File: src/rtl/simd_mac_pipe_if.sv
// Operand/instruction and accumulator bus for simd_mac_pipe; master drives operands, slave returns the accumulator.
// sat_flag exists only when SIMD_MAC_SAT_FLAG_EN is defined.
interface simd_mac_pipe_if #(
  parameter int DATA_W  = 16,
  parameter int GUARD_W = 8
);
  logic [2:0]          instruction;
  logic [DATA_W-1:0]   multiplier;
  logic [DATA_W-1:0]   multiplicand;
  logic                stall;
  logic [2*DATA_W-1:0] result;
  logic [GUARD_W-1:0]  protect;
`ifdef SIMD_MAC_SAT_FLAG_EN
  logic                sat_flag;

  modport master (output instruction, multiplier, multiplicand, stall,
                  input  result, protect, sat_flag);
  modport slave  (input  instruction, multiplier, multiplicand, stall,
                  output result, protect, sat_flag);
`else
  modport master (output instruction, multiplier, multiplicand, stall,
                  input  result, protect);
  modport slave  (input  instruction, multiplier, multiplicand, stall,
                  output result, protect);
`endif
endinterface

File: src/rtl/simd_mac_pipe.sv
// Two-stage SIMD multiply-accumulate with guard bits (full-width or two split lanes); result one edge after capture.
// stall freezes both stages and the accumulator; SIMD_MAC_SAT_FLAG_EN adds a sticky saturation flag.
module simd_mac_pipe #(
  parameter int DATA_W  = 16,
  parameter int GUARD_W = 8
) (
  input  logic          clk,
  input  logic          reset_n,
  simd_mac_pipe_if.slave bus
);
  localparam int H     = DATA_W / 2;
  localparam int HG    = GUARD_W / 2;
  localparam int ACC_W = 2 * DATA_W;
  localparam int TOT_W = ACC_W + GUARD_W;
  localparam int LW    = DATA_W + HG;

  localparam logic signed [TOT_W-1:0] F_MAX = {{(GUARD_W+1){1'b0}}, {(ACC_W-1){1'b1}}};
  localparam logic signed [TOT_W-1:0] F_MIN = {{(GUARD_W+1){1'b1}}, {(ACC_W-1){1'b0}}};
  localparam logic signed [LW-1:0]    L_MAX = {{(HG+1){1'b0}}, {(DATA_W-1){1'b1}}};
  localparam logic signed [LW-1:0]    L_MIN = {{(HG+1){1'b1}}, {(DATA_W-1){1'b0}}};

  logic [2:0]        s1_instr;
  logic [ACC_W-1:0]  s1_full;
  logic [DATA_W-1:0] s1_p0;
  logic [DATA_W-1:0] s1_p1;
  logic [TOT_W-1:0]  acc;
  logic [TOT_W-1:0]  acc_next;
  logic              sat_hit;
  logic [LW-1:0]     l0_next;
  logic [LW-1:0]     l1_next;
  logic [TOT_W-1:0]  full_next;
  logic              c0, c1, cf;

  // Returns {clamped, new_value}; the saturate op re-derives the guard bits from the low part.
  function automatic logic [TOT_W:0] full_step(input logic [1:0] op, input logic [TOT_W-1:0] cur,
                                               input logic [ACC_W-1:0] prod);
    logic signed [TOT_W-1:0] c, p, n;
    logic clamp;
    c     = cur;
    p     = TOT_W'($signed(prod));
    n     = c;
    clamp = 1'b0;
    case (op)
      2'b00: n = '0;
      2'b01: n = p;
      2'b10: n = c + p;
      default: begin
        if (c > F_MAX) begin
          n = F_MAX; clamp = 1'b1;
        end else if (c < F_MIN) begin
          n = F_MIN; clamp = 1'b1;
        end else begin
          n = TOT_W'($signed(c[ACC_W-1:0]));
        end
      end
    endcase
    return {clamp, n};
  endfunction

  function automatic logic [LW:0] lane_step(input logic [1:0] op, input logic [LW-1:0] cur,
                                            input logic [DATA_W-1:0] prod);
    logic signed [LW-1:0] c, p, n;
    logic clamp;
    c     = cur;
    p     = LW'($signed(prod));
    n     = c;
    clamp = 1'b0;
    case (op)
      2'b00: n = '0;
      2'b01: n = p;
      2'b10: n = c + p;
      default: begin
        if (c > L_MAX) begin
          n = L_MAX; clamp = 1'b1;
        end else if (c < L_MIN) begin
          n = L_MIN; clamp = 1'b1;
        end else begin
          n = LW'($signed(c[DATA_W-1:0]));
        end
      end
    endcase
    return {clamp, n};
  endfunction

  always_comb begin
    acc_next = '0;
    sat_hit  = 1'b0;
    {c0, l0_next}   = lane_step(s1_instr[1:0], {acc[ACC_W+HG-1:ACC_W], acc[DATA_W-1:0]}, s1_p0);
    {c1, l1_next}   = lane_step(s1_instr[1:0], {acc[TOT_W-1:ACC_W+HG], acc[ACC_W-1:DATA_W]}, s1_p1);
    {cf, full_next} = full_step(s1_instr[1:0], acc, s1_full);
    if (s1_instr[2]) begin
      acc_next = {l1_next[LW-1:DATA_W], l0_next[LW-1:DATA_W], l1_next[DATA_W-1:0], l0_next[DATA_W-1:0]};
      sat_hit  = c0 | c1;
    end else begin
      acc_next = full_next;
      sat_hit  = cf;
    end
  end

  // Reset leaves S1 holding a clear op, so a discarded in-flight op cannot resurface.
  always_ff @(posedge clk) begin
    if (!reset_n) begin
      s1_instr <= '0;
      s1_full  <= '0;
      s1_p0    <= '0;
      s1_p1    <= '0;
      acc      <= '0;
    end else if (!bus.stall) begin
      s1_instr <= bus.instruction;
      s1_full  <= ACC_W'($signed(bus.multiplier)) * ACC_W'($signed(bus.multiplicand));
      s1_p0    <= DATA_W'($signed(bus.multiplier[H-1:0])) * DATA_W'($signed(bus.multiplicand[H-1:0]));
      s1_p1    <= DATA_W'($signed(bus.multiplier[2*H-1:H])) * DATA_W'($signed(bus.multiplicand[2*H-1:H]));
      acc      <= acc_next;
    end
  end

  assign bus.result  = acc[ACC_W-1:0];
  assign bus.protect = acc[TOT_W-1:ACC_W];

`ifdef SIMD_MAC_SAT_FLAG_EN
  logic sat_q;

  always_ff @(posedge clk) begin
    if (!reset_n) begin
      sat_q <= 1'b0;
    end else if (!bus.stall) begin
      if (s1_instr[1:0] == 2'b00) sat_q <= 1'b0;
      else if (sat_hit)           sat_q <= 1'b1;
    end
  end

  assign bus.sat_flag = sat_q;
`else
  logic unused_sat_hit;
  assign unused_sat_hit = sat_hit;
`endif
endmodule
File: src/flat_wrapper.sv
// flat-port wrapper written by rule: the top's interface ports become plain ports
module simd_mac_pipe_flat 
#(
  parameter int DATA_W  = 16,
  parameter int GUARD_W = 8
)
  (clk, reset_n, bus_instruction, bus_multiplier, bus_multiplicand, bus_stall, bus_result, bus_protect);
  simd_mac_pipe_if #(.DATA_W(DATA_W), .GUARD_W(GUARD_W)) bus_i ();
  input  logic clk;
  input  logic reset_n;
  input wire logic [$bits(bus_i.instruction)-1:0] bus_instruction;
  input wire logic [$bits(bus_i.multiplier)-1:0] bus_multiplier;
  input wire logic [$bits(bus_i.multiplicand)-1:0] bus_multiplicand;
  input wire logic [$bits(bus_i.stall)-1:0] bus_stall;
  output wire logic [$bits(bus_i.result)-1:0] bus_result;
  output wire logic [$bits(bus_i.protect)-1:0] bus_protect;
  assign bus_i.instruction = bus_instruction;
  assign bus_i.multiplier = bus_multiplier;
  assign bus_i.multiplicand = bus_multiplicand;
  assign bus_i.stall = bus_stall;
  assign bus_result = bus_i.result;
  assign bus_protect = bus_i.protect;
  simd_mac_pipe #(.DATA_W(DATA_W), .GUARD_W(GUARD_W)) u_core (.clk(clk), .reset_n(reset_n), .bus(bus_i));
endmodule
File: config.mk
export PLATFORM = sky130hd
export DESIGN_NAME = simd_mac_pipe_flat
export DESIGN_NICKNAME = d
export VERILOG_FILES = /design/src/rtl/simd_mac_pipe_if.sv /design/src/rtl/simd_mac_pipe.sv /design/src/flat_wrapper.sv
export SDC_FILE = /design/constraint.sdc
export NUM_CORES = 1
export LEC_CHECK = 0
export CAP_MARGIN = 30
export CORE_UTILIZATION = 65
export DETAILED_ROUTE_END_ITERATION = 8
export PLACE_DENSITY = 0.82
export SYNTH_ARGS = -nofsm -noshare
export SYNTH_HDL_FRONTEND = slang
export SYNTH_SLANG_ARGS = --single-unit
File: constraint.sdc
create_clock -name clk -period 7.65 [get_ports clk]
set_input_delay 1.1475 -clock clk [delete_from_list [all_inputs] [get_ports clk]]
set_output_delay 1.1475 -clock clk [all_outputs]
set_load 0.02 [all_outputs]
# [Yosys cells after proc, flatten, opt, wreduce, memory -nomap -nowiden]
# Index checks and enable logic that the tools add are counted.
[word_totals] reg_bits=107 inputBits=38 mem_bits_ro=0 output_inout_bits=40 n_memories=0 latchBits=0 ramBits=0
[op_classes] addsub=3 shifts=0 n_mul=3 n_reduce_logical=4 n_eq_ne=4 div_mod_pow=0 bitwise_logic=1 muxes=10 order_cmp=6
[op_table] cell="$mux W40" count=3
[op_table] cell="$pmux W20 S3" count=2
[op_table] cell="$pmux W40 S3" count=1
[op_table] cell="$mux W20" count=4
[op_table] cell="$add A20 B16 Y20" count=2
[op_table] cell="$add A40 B32 Y40" count=1
[op_table] cell="$gt A20 B16 Y1 const B" count=2
[op_table] cell="$gt A40 B32 Y1 const B" count=1
[op_table] cell="$lt A20 B16 Y1 const B" count=2
[op_table] cell="$lt A40 B32 Y1 const B" count=1
[op_table] cell="$mul A16 B16 Y32" count=1
[op_table] cell="$mul A8 B8 Y16" count=2
[op_table] cell="$ne A6 B6 Y1 const B" count=2
[op_table] cell="$reduce_and A3 Y1" count=2
[op_table] cell="$reduce_bool A6 Y1" count=1
[op_table] cell="$eq A2 B1 Y1 const B" count=1
[op_table] cell="$eq A2 B2 Y1 const B" count=1
[op_table] cell="$logic_not A2 Y1" count=1
[op_table] cell="$not A1 Y1" count=1

# [Longest topological paths before layout]
# Gate-level depths: netlist of run 1.
[depth] word_depth=5 depth_mapped=26 mapped_depth_nobuf=25

# [Worst setup path after synthesis of run 1]
# No wires, ideal clock.
[synth_path] path_kind="input to register" from="input bus_multiplicand[15]" to="register u_core.s1_full[31]" setup_ns=0.117 n_path_buf=1 t_required_ns=7.533 setup_slack_ns=0.649 path_stages=21 arrival_ns=6.883 path_cell_list="inv_1 -> clkbuf_1 -> nor2_1 -> fa_1 -> fa_1 -> fa_1 -> fa_1 -> fa_1 -> inv_1 -> fa_1 -> inv_1 -> ha_1 -> a211oi_1 -> nand2_1 -> o32ai_1 -> a21o_1 -> o211ai_1 -> nand2_1 -> o21ai_1 -> or4_1 -> a32o_1"
[synth_between] elab_chain_len=1
[synth_lines] element="start: declaration" line_no="flat_wrapper.sv:13" rtl="input wire logic [$bits(bus_i.multiplicand)-1:0] bus_multiplicand;"
[synth_lines] element="$mul A16 B16 Y32" line_no="simd_mac_pipe.sv:110" rtl="s1_full <= ACC_W'($signed(bus.multiplier)) * ACC_W'($signed(bus.multiplicand));"
[synth_lines] element="end signal: assignment" line_no="simd_mac_pipe.sv:110"
[synth_lines] element="end: declaration" line_no="simd_mac_pipe.sv:23" rtl="logic [ACC_W-1:0] s1_full;"
# No other way between the ends.
# A chain may end at the register's enable or synchronous reset.

# [Worst setup path in the final report of run 1]
[layout_path] from="input bus_multiplicand[8]" to="register u_core.s1_full[30]"
# The elaborated chain is that of the path after synthesis.

==> results.rst, run 1 <==
.. list-table::
   :header-rows: 1

   * - Metric
     - Value
   * - MaxCap Viol Count
     - 0
   * - Async set or reset register ratio after synthesis
     - 0
   * - Area occupied by multi-input gates
     - 17900 sq um
   * - Worst-path maximum fanout
     - 14
   * - Mapped cell area
     - 22100 sq um
   * - Kind of end point of the critical path
     - flip-flop
   * - Crit-path most repeated cell
     - sky130_fd_sc_hd__fa_1
   * - Flop-to-flop setup slack
     - 4.06 ns
   * - Final-report max-slew violation count
     - 0
   * - Critical-path cell with the highest stage delay
     - sky130_fd_sc_hd__fa_1
   * - Final period utilization
     - 0.961
   * - Worst hold slack across all endpoints
     - 0.503 ns
   * - Launching element type of the critical path
     - primary input
   * - Clock latency on the worst-skew pair
     - 0.38 ns
   * - Initial antenna violation count
     - 1
   * - Leading cell types in the layout, fill and taps excluded
     - sky130_fd_sc_hd__inv_1, sky130_fd_sc_hd__fa_1, sky130_fd_sc_hd__nand2_1
   * - Number of buffers added to fix hold violations after cts
     - 0
   * - Via count of the first global-routing pass
     - 18900
   * - Sequential element share of the synthesized area
     - 0.0949
   * - # setup viols final
     - 0
   * - Clock-pin slew reported for the worst setup and hold paths after clock tree synthesis
     - 0.08 ns
   * - Final routed DRC violation total
     - 0
   * - Fraction of final layout cells sized beyond drive strength 1
     - 0.0415
   * - Core Rows
     - 67
   * - Port buffer count
     - 77
   * - Largest stage delay on the critical path
     - 0.57 ns
   * - Die Span X
     - 187 um
   * - Total Wirelength
     - 56.8 mm
   * - Maximum number of pins on one net before global-route repair
     - 84
   * - Buffering stage count on the worst path with inverters included
     - 5
   * - Category of the critical setup timing path
     - primary input to flip-flop
   * - Routed length per instance
     - 18.2 um
   * - Synthesized netlist cell count
     - 2607
   * - Final hold violations
     - 0
   * - Share of the synthesized netlist area taken by xor and xnor gates
     - 0.0494
   * - Final GP Congestion
     - 0.956
   * - Count of TritonRoute iterations in the first routing pass
     - 6
   * - Final Cell Area
     - 24000 sq um
   * - Vert. Die Dim
     - 187 um
   * - Area growth, synth to finish
     - 8.33%
   * - Time the worst path needs with I/O delays and setup
     - 7.35 ns
   * - Number of primary I/O pins
     - 78
   * - Worst Path Arrival
     - 7.59 ns
   * - Main combinational cell family by area after synthesis
     - adder cells
   * - Resize count post-CTS
     - 0
   * - Worst IR Drop VDD
     - 430 uV
   * - Multiplexer share of the synthesized area
     - 0.00909
   * - Worst-case clock buffer depth
     - 2
   * - Unrepaired setup endpoints after global routing
     - false
   * - Placed wire-length estimate after detailed placement
     - 47.4 mm
   * - Worst setup skew after layout
     - 0.0251 ns
   * - Post-detailed-route count of antenna-violating nets
     - 0
   * - Series of cell instances along the critical path
     - clkdlybuf4s50_1 > buf_4 > nand2_1 > fa_1 > fa_1 > fa_1 > inv_1 > fa_1 > fa_1 > inv_1 > fa_1 > inv_1 > ha_1 > and4_1 > nand2_1 > o21ai_0 > a21oi_1 > a211oi_1 > o21ai_0 > o21ai_1 > a311oi_1 > xor2_1 > o21ai_1
   * - Simple-Gate Fraction of Synth Area
     - 0.159
   * - CTS Buf Count
     - 9
   * - GR Overflow Total
     - 0
   * - DR iter-0 viols
     - 1480
   * - Number of filler cells placed in the layout
     - 2636
   * - Status
     - finished, final reports clean
   * - Overall global routing resource usage
     - 0.332
   * - Vias per cell
     - 5.92
   * - Total die area
     - 34800 sq um
   * - Tightest Pin Transition
     - 1.04 ns
   * - Number of flip-flops and latches in the synthesized netlist
     - 105
   * - Buffer cell driving the clock tree root
     - sky130_fd_sc_hd__clkbuf_16
   * - Most common cell after layout, fill and taps aside
     - sky130_fd_sc_hd__inv_1
   * - Fmax
     - 0.136 GHz
   * - Sequential Area
     - 2100 sq um
   * - Arithmetic-cell share of the synthesized area counting full adders, half adders and majority gates
     - 0.438
   * - Primary FF master, synth
     - sky130_fd_sc_hd__dfxtp_1
   * - Sinks on the clock net
     - 105
   * - Warning count from the yosys run
     - 0
   * - Slew margin rel.
     - 0.303
   * - Unique masters post-synth
     - 75
   * - Clock tree from TritonCTS
     - done
   * - Hold crit path type
     - flip-flop to flip-flop
   * - Required time at the worst-slack endpoint
     - 7.89 ns
   * - Total cell area at the placement stage
     - 23700 sq um
   * - Mean cell area of the mapped netlist
     - 8.50 sq um
   * - Number of synthesized flops with an enable pin
     - 0
   * - H-tree level count
     - 3
   * - Vias
     - 18500
   * - Synth Area in Compound Gates
     - 0.150
   * - Leakage component of the power
     - 11.9 nW
   * - Initial Utilization
     - 0.661
   * - First-pass GRT wire length
     - 93.7 mm
   * - Post-synth net total
     - 3210
   * - Placeable core region
     - 33500 sq um
   * - Power density relative to cell area
     - 472 nW/um^2
   * - Delay-heaviest family, CP
     - adder cells
   * - Post-CTS Setup Repair Bufs
     - 0
   * - NumNets Final
     - 3272
## state kept, by name (all words and copies together) (netlist names)
name	flops
u_core.s1_p1	16
u_core.acc	40
u_core.s1_instr	3
u_core.s1_p0	16
u_core.s1_full	30
## synth_stat cells (6+ instances only)
master	instances	share of area
sky130_fd_sc_hd__nand2_1	257	0.044
sky130_fd_sc_hd__o21ai_0	109	0.025
sky130_fd_sc_hd__buf_1	6	0.0010
sky130_fd_sc_hd__o21a_1	12	0.0041
sky130_fd_sc_hd__a21o_1	44	0.015
sky130_fd_sc_hd__nor2_1	95	0.016
sky130_fd_sc_hd__mux2i_1	19	0.0086
sky130_fd_sc_hd__inv_1	491	0.083
sky130_fd_sc_hd__nand4_1	7	0.0020
sky130_fd_sc_hd__clkbuf_1	83	0.014
sky130_fd_sc_hd__dfxtp_1	105	0.095
sky130_fd_sc_hd__nand3_1	26	0.0059
sky130_fd_sc_hd__o211ai_1	11	0.0037
sky130_fd_sc_hd__xor2_1	35	0.014
sky130_fd_sc_hd__o2111ai_1	6	0.0024
sky130_fd_sc_hd__nor3_1	27	0.0061
sky130_fd_sc_hd__a211oi_1	19	0.0064
sky130_fd_sc_hd__nand2b_1	30	0.0085
sky130_fd_sc_hd__xnor2_1	90	0.036
sky130_fd_sc_hd__a21oi_1	121	0.027
sky130_fd_sc_hd__a221oi_1	36	0.014
sky130_fd_sc_hd__a31oi_1	28	0.0079
sky130_fd_sc_hd__a311oi_1	6	0.0024
sky130_fd_sc_hd__o21ai_1	8	0.0018
sky130_fd_sc_hd__o31ai_1	19	0.0064
sky130_fd_sc_hd__a21boi_0	9	0.0031
sky130_fd_sc_hd__nor2b_1	41	0.012
sky130_fd_sc_hd__and2_1	177	0.050
sky130_fd_sc_hd__and3_1	20	0.0056
sky130_fd_sc_hd__ha_1	213	0.12
sky130_fd_sc_hd__o21bai_1	16	0.0054
sky130_fd_sc_hd__fa_1	352	0.32
## metal layers
metal,wire [um],vias to the layer above,global-route usage
met5,12,-,0
met4,1210,2,0.0791
met3,3790,98,0.0352
met2,26900,687,0.561
met1,24800,9142,0.459
li1,-,8563,-
## cell families after synthesis
logic type,count (synthesis)
flip-flops,105
multiplexers,20
AO/OA/AOI/OAI,501
AND/OR/NAND/NOR,707
XOR/XNOR,125
buffers and inverters,584
adder cells (fa/ha/maj),565
## tightest hold or removal path, stage by stage, from the launching register on
cell and delay (ns):
sky130_fd_sc_hd__dfxtp_1 0.34, sky130_fd_sc_hd__nand2_1 0.06, sky130_fd_sc_hd__o21ai_0 0.06
## where the power goes
group / switching (mW) / internal [mW]
logic: 5.68 / 4.30
clock network: 0.250 / 0.267
registers: 0.145 / 0.685
total: 6.07 / 5.25
## cell type report
class,instances,share of cell area
multi-input combinational,1918,0.745
sequential,105,0.0876
inverter,492,0.0770
timing repair buffer,143,0.0535
tap,448,0.0234
clock buffer,9,0.00939
clock inverter,7,0.00422
antenna,1,0.000104
## path summary, 6_finish.rpt
kind,start,to,cells past startpoint
setup / recovery,bus_multiplicand[8],u_core.s1_full[30]$_SDFFE_PN0N_,23
hold / removal,u_core.s1_full[25]$_SDFFE_PN0N_,u_core.s1_full[25]$_SDFFE_PN0N_,2
setup reg to reg,u_core.acc[39]$_SDFFE_PN0N_,u_core.acc[1]$_SDFFE_PN0P_,8
hold reg to reg,u_core.s1_full[25]$_SDFFE_PN0N_,u_core.s1_full[25]$_SDFFE_PN0N_,2
## through the flow
stage                     setup TNS (ns)  instances  worst slack, ns  total power, mW   util
final                                  0       3123            0.301             11.3  0.716
after global routing                   0       3122           0.0231             12.6  0.715
after CTS                              0       3122            0.299             11.3  0.715
after detailed placement         -0.0924       3106          -0.0830             10.7  0.706
after global placement                 0       3106            0.120             10.2  0.706
after floorplan                        0       2607            0.649             8.34      -
Note: power is estimated with default switching activity, not from simulation.
==> inputs of run 2 (changes only) <==
- CAP_MARGIN: 30 -> unset
- TNS_END_PERCENT: unset -> 1
- clock period: 7.65 -> 8.15 ns (I/O delays scaled with it)
==> results.rst, run 2 (same netlist as run 1, synthesis figures left out) <==
.. list-table::
   :header-rows: 1

   * - Metric
     - Value
   * - Placed wire-length estimate after detailed placement
     - 47.5 mm
   * - First-pass GRT wire length
     - 93.1 mm
   * - Most common cell after layout, fill and taps aside
     - sky130_fd_sc_hd__inv_1
   * - Power, Total
     - 10.5 mW
   * - Post-detailed-route count of antenna-violating nets
     - 0
   * - Slew margin rel.
     - 0.238
   * - Worst hold slack across all endpoints
     - 0.511 ns
   * - Leakage component of the power
     - 11.8 nW
   * - Utilization of the core after routing
     - 0.710
   * - Clock tree from TritonCTS
     - done
   * - DR iter-0 viols
     - 1494
   * - Fmax
     - 0.130 GHz
   * - NumNets Final
     - 3253
   * - CTS Buf Count
     - 9
   * - Number of buffers added to fix hold violations after cts
     - 0
   * - Inserted Diodes
     - 0
   * - Worst Path Arrival
     - 7.95 ns
   * - Category of the critical setup timing path
     - primary input to flip-flop
   * - Number of primary I/O pins
     - 78
   * - Final-report max-slew violation count
     - 0
   * - Number of flip-flops in the largest register
     - 40
   * - Resize count post-CTS
     - 0
   * - Area growth, synth to finish
     - 7.41%
   * - Vias per cell
     - 5.93
   * - Fraction of final layout cells sized beyond drive strength 1
     - 0.0347
   * - Sinks on the clock net
     - 105
   * - Tightest Pin Transition
     - 1.13 ns
   * - Number of filler cells placed in the layout
     - 2663
   * - Series of cell instances along the critical path
     - clkdlybuf4s50_1 > buf_4 > nand2_1 > fa_1 > fa_1 > fa_1 > inv_1 > fa_1 > fa_1 > inv_1 > fa_1 > inv_1 > ha_1 > and4_1 > nand2_1 > o21ai_0 > a21oi_1 > a211oi_1 > o21ai_0 > o21ai_1 > a311oi_1 > xor2_1 > o21ai_1
   * - Post-CTS Setup Repair Bufs
     - 0
   * - GR Overflow Total
     - 0
   * - Final Worst Setup Slack
     - 0.439 ns
   * - Largest registers in the final layout
     - u_core.acc (40), u_core.s1_full (30)
   * - Initial antenna violation count
     - 1
   * - Critical-path cell with the highest stage delay
     - sky130_fd_sc_hd__clkdlybuf4s50_1
   * - MaxCap Viol Count
     - 0
   * - Pre-CTS setup slack
     - 0.214 ns
   * - Vert. Die Dim
     - 187 um
   * - # setup viols final
     - 0
   * - Status
     - finished, final reports clean
   * - Worst IR Drop VDD
     - 574 uV
   * - Final hold violations
     - 0
   * - Port buffer count
     - 77
   * - Maximum number of pins on one net before global-route repair
     - 93
   * - Fin Setup TNS
     - 0 ns
   * - Die Span X
     - 187 um
   * - Final period utilization
     - 0.946
   * - Leading cell types in the layout, fill and taps excluded
     - sky130_fd_sc_hd__inv_1, sky130_fd_sc_hd__fa_1, sky130_fd_sc_hd__nand2_1
   * - Worst-path maximum fanout
     - 13
   * - Crit-path most repeated cell
     - sky130_fd_sc_hd__fa_1
   * - Via count of the first global-routing pass
     - 18400
   * - Required time at the worst-slack endpoint
     - 8.39 ns
   * - Worst setup skew after layout
     - 0.0178 ns
   * - Clock latency on the worst-skew pair
     - 0.37 ns
   * - Final routed DRC violation total
     - 0
   * - Worst-case clock buffer depth
     - 2
   * - Unrepaired setup endpoints after global routing
     - false
   * - Power density relative to cell area
     - 443 nW/um^2
   * - Largest register by flop count
     - u_core.acc
   * - Total Wirelength
     - 56.9 mm
   * - Total die area
     - 34800 sq um
   * - Buffer cell driving the clock tree root
     - sky130_fd_sc_hd__clkbuf_16
   * - Count of TritonRoute iterations in the first routing pass
     - 5
   * - Clock-pin slew reported for the worst setup and hold paths after clock tree synthesis
     - 0.09 ns
   * - Core Rows
     - 67
   * - Final GP Congestion
     - 0.953
   * - Overall global routing resource usage
     - 0.332
   * - Routed length per instance
     - 18.3 um
   * - Kind of end point of the critical path
     - flip-flop
   * - Time the worst path needs with I/O delays and setup
     - 7.71 ns
   * - H-tree level count
     - 3
   * - Vias
     - 18400
   * - Launching element type of the critical path
     - primary input
   * - Largest stage delay on the critical path
     - 0.85 ns
   * - Placeable core region
     - 33500 sq um
   * - Initial Utilization
     - 0.661
   * - Hold crit path type
     - flip-flop to flip-flop
[run 2: layer usage]
| layer | track usage | routed length [um] |
|---|---|---|
| met5 | 0 | 13 |
| met4 | 0.103 | 1450 |
| met1 | 0.465 | 24700 |
| met3 | 0.0344 | 4070 |
| met2 | 0.545 | 26600 |
[run 2: final cells by class]
cell class | count | area [sq um] | area share
clock buffer | 9 | 225 | 0.00947
tap | 448 | 561 | 0.0236
clock inverter | 7 | 71.3 | 0.00300
inverter | 492 | 1850 | 0.0776
sequential | 105 | 2100 | 0.0884
multi-input combinational | 1918 | 17900 | 0.751
timing repair buffer | 124 | 1110 | 0.0468
[run 2: final timing paths]
| check | start | endpoint | slack, ns | depth (start not counted) |
|---|---|---|---|---|
| hold / removal | u_core.s1_full[25]$_SDFFE_PN0N_ | u_core.s1_full[25]$_SDFFE_PN0N_ | 0.51 | 2 |
| hold reg to reg | u_core.s1_full[25]$_SDFFE_PN0N_ | u_core.s1_full[25]$_SDFFE_PN0N_ | 0.51 | 2 |
| setup / recovery | bus_multiplier[5] | u_core.s1_full[30]$_SDFFE_PN0N_ | 0.44 | 23 |
| setup reg to reg | u_core.acc[0]$_SDFFE_PN0P_ | u_core.acc[36]$_SDFFE_PN0N_ | 4.66 | 12 |
[run 2: critical path, delay by kind of cell]
kind            cells  cell delay (ns)
compound gates      7             1.52
xor+xnor            1             0.17
fa+ha+maj           7             3.38
buf+inv             5             1.25
simple gates        3             0.38
[run 2: report_power, final]
part	total [mW]	internal (mW)	switching [mW]
Clock	0.445	0.217	0.228
Combinational	9.31	3.93	5.38
Sequential	0.780	0.643	0.136
Total	10.5	4.79	5.75
[run 2: metrics by stage]
stage	cells	cell area, sq um
4_1_cts	3103	23800
5_1_grt	3103	23800
2_1_floorplan	2607	22200
3_5_place_dp	3087	23500
6_report	3103	23800
3_3_place_gp	3087	23500
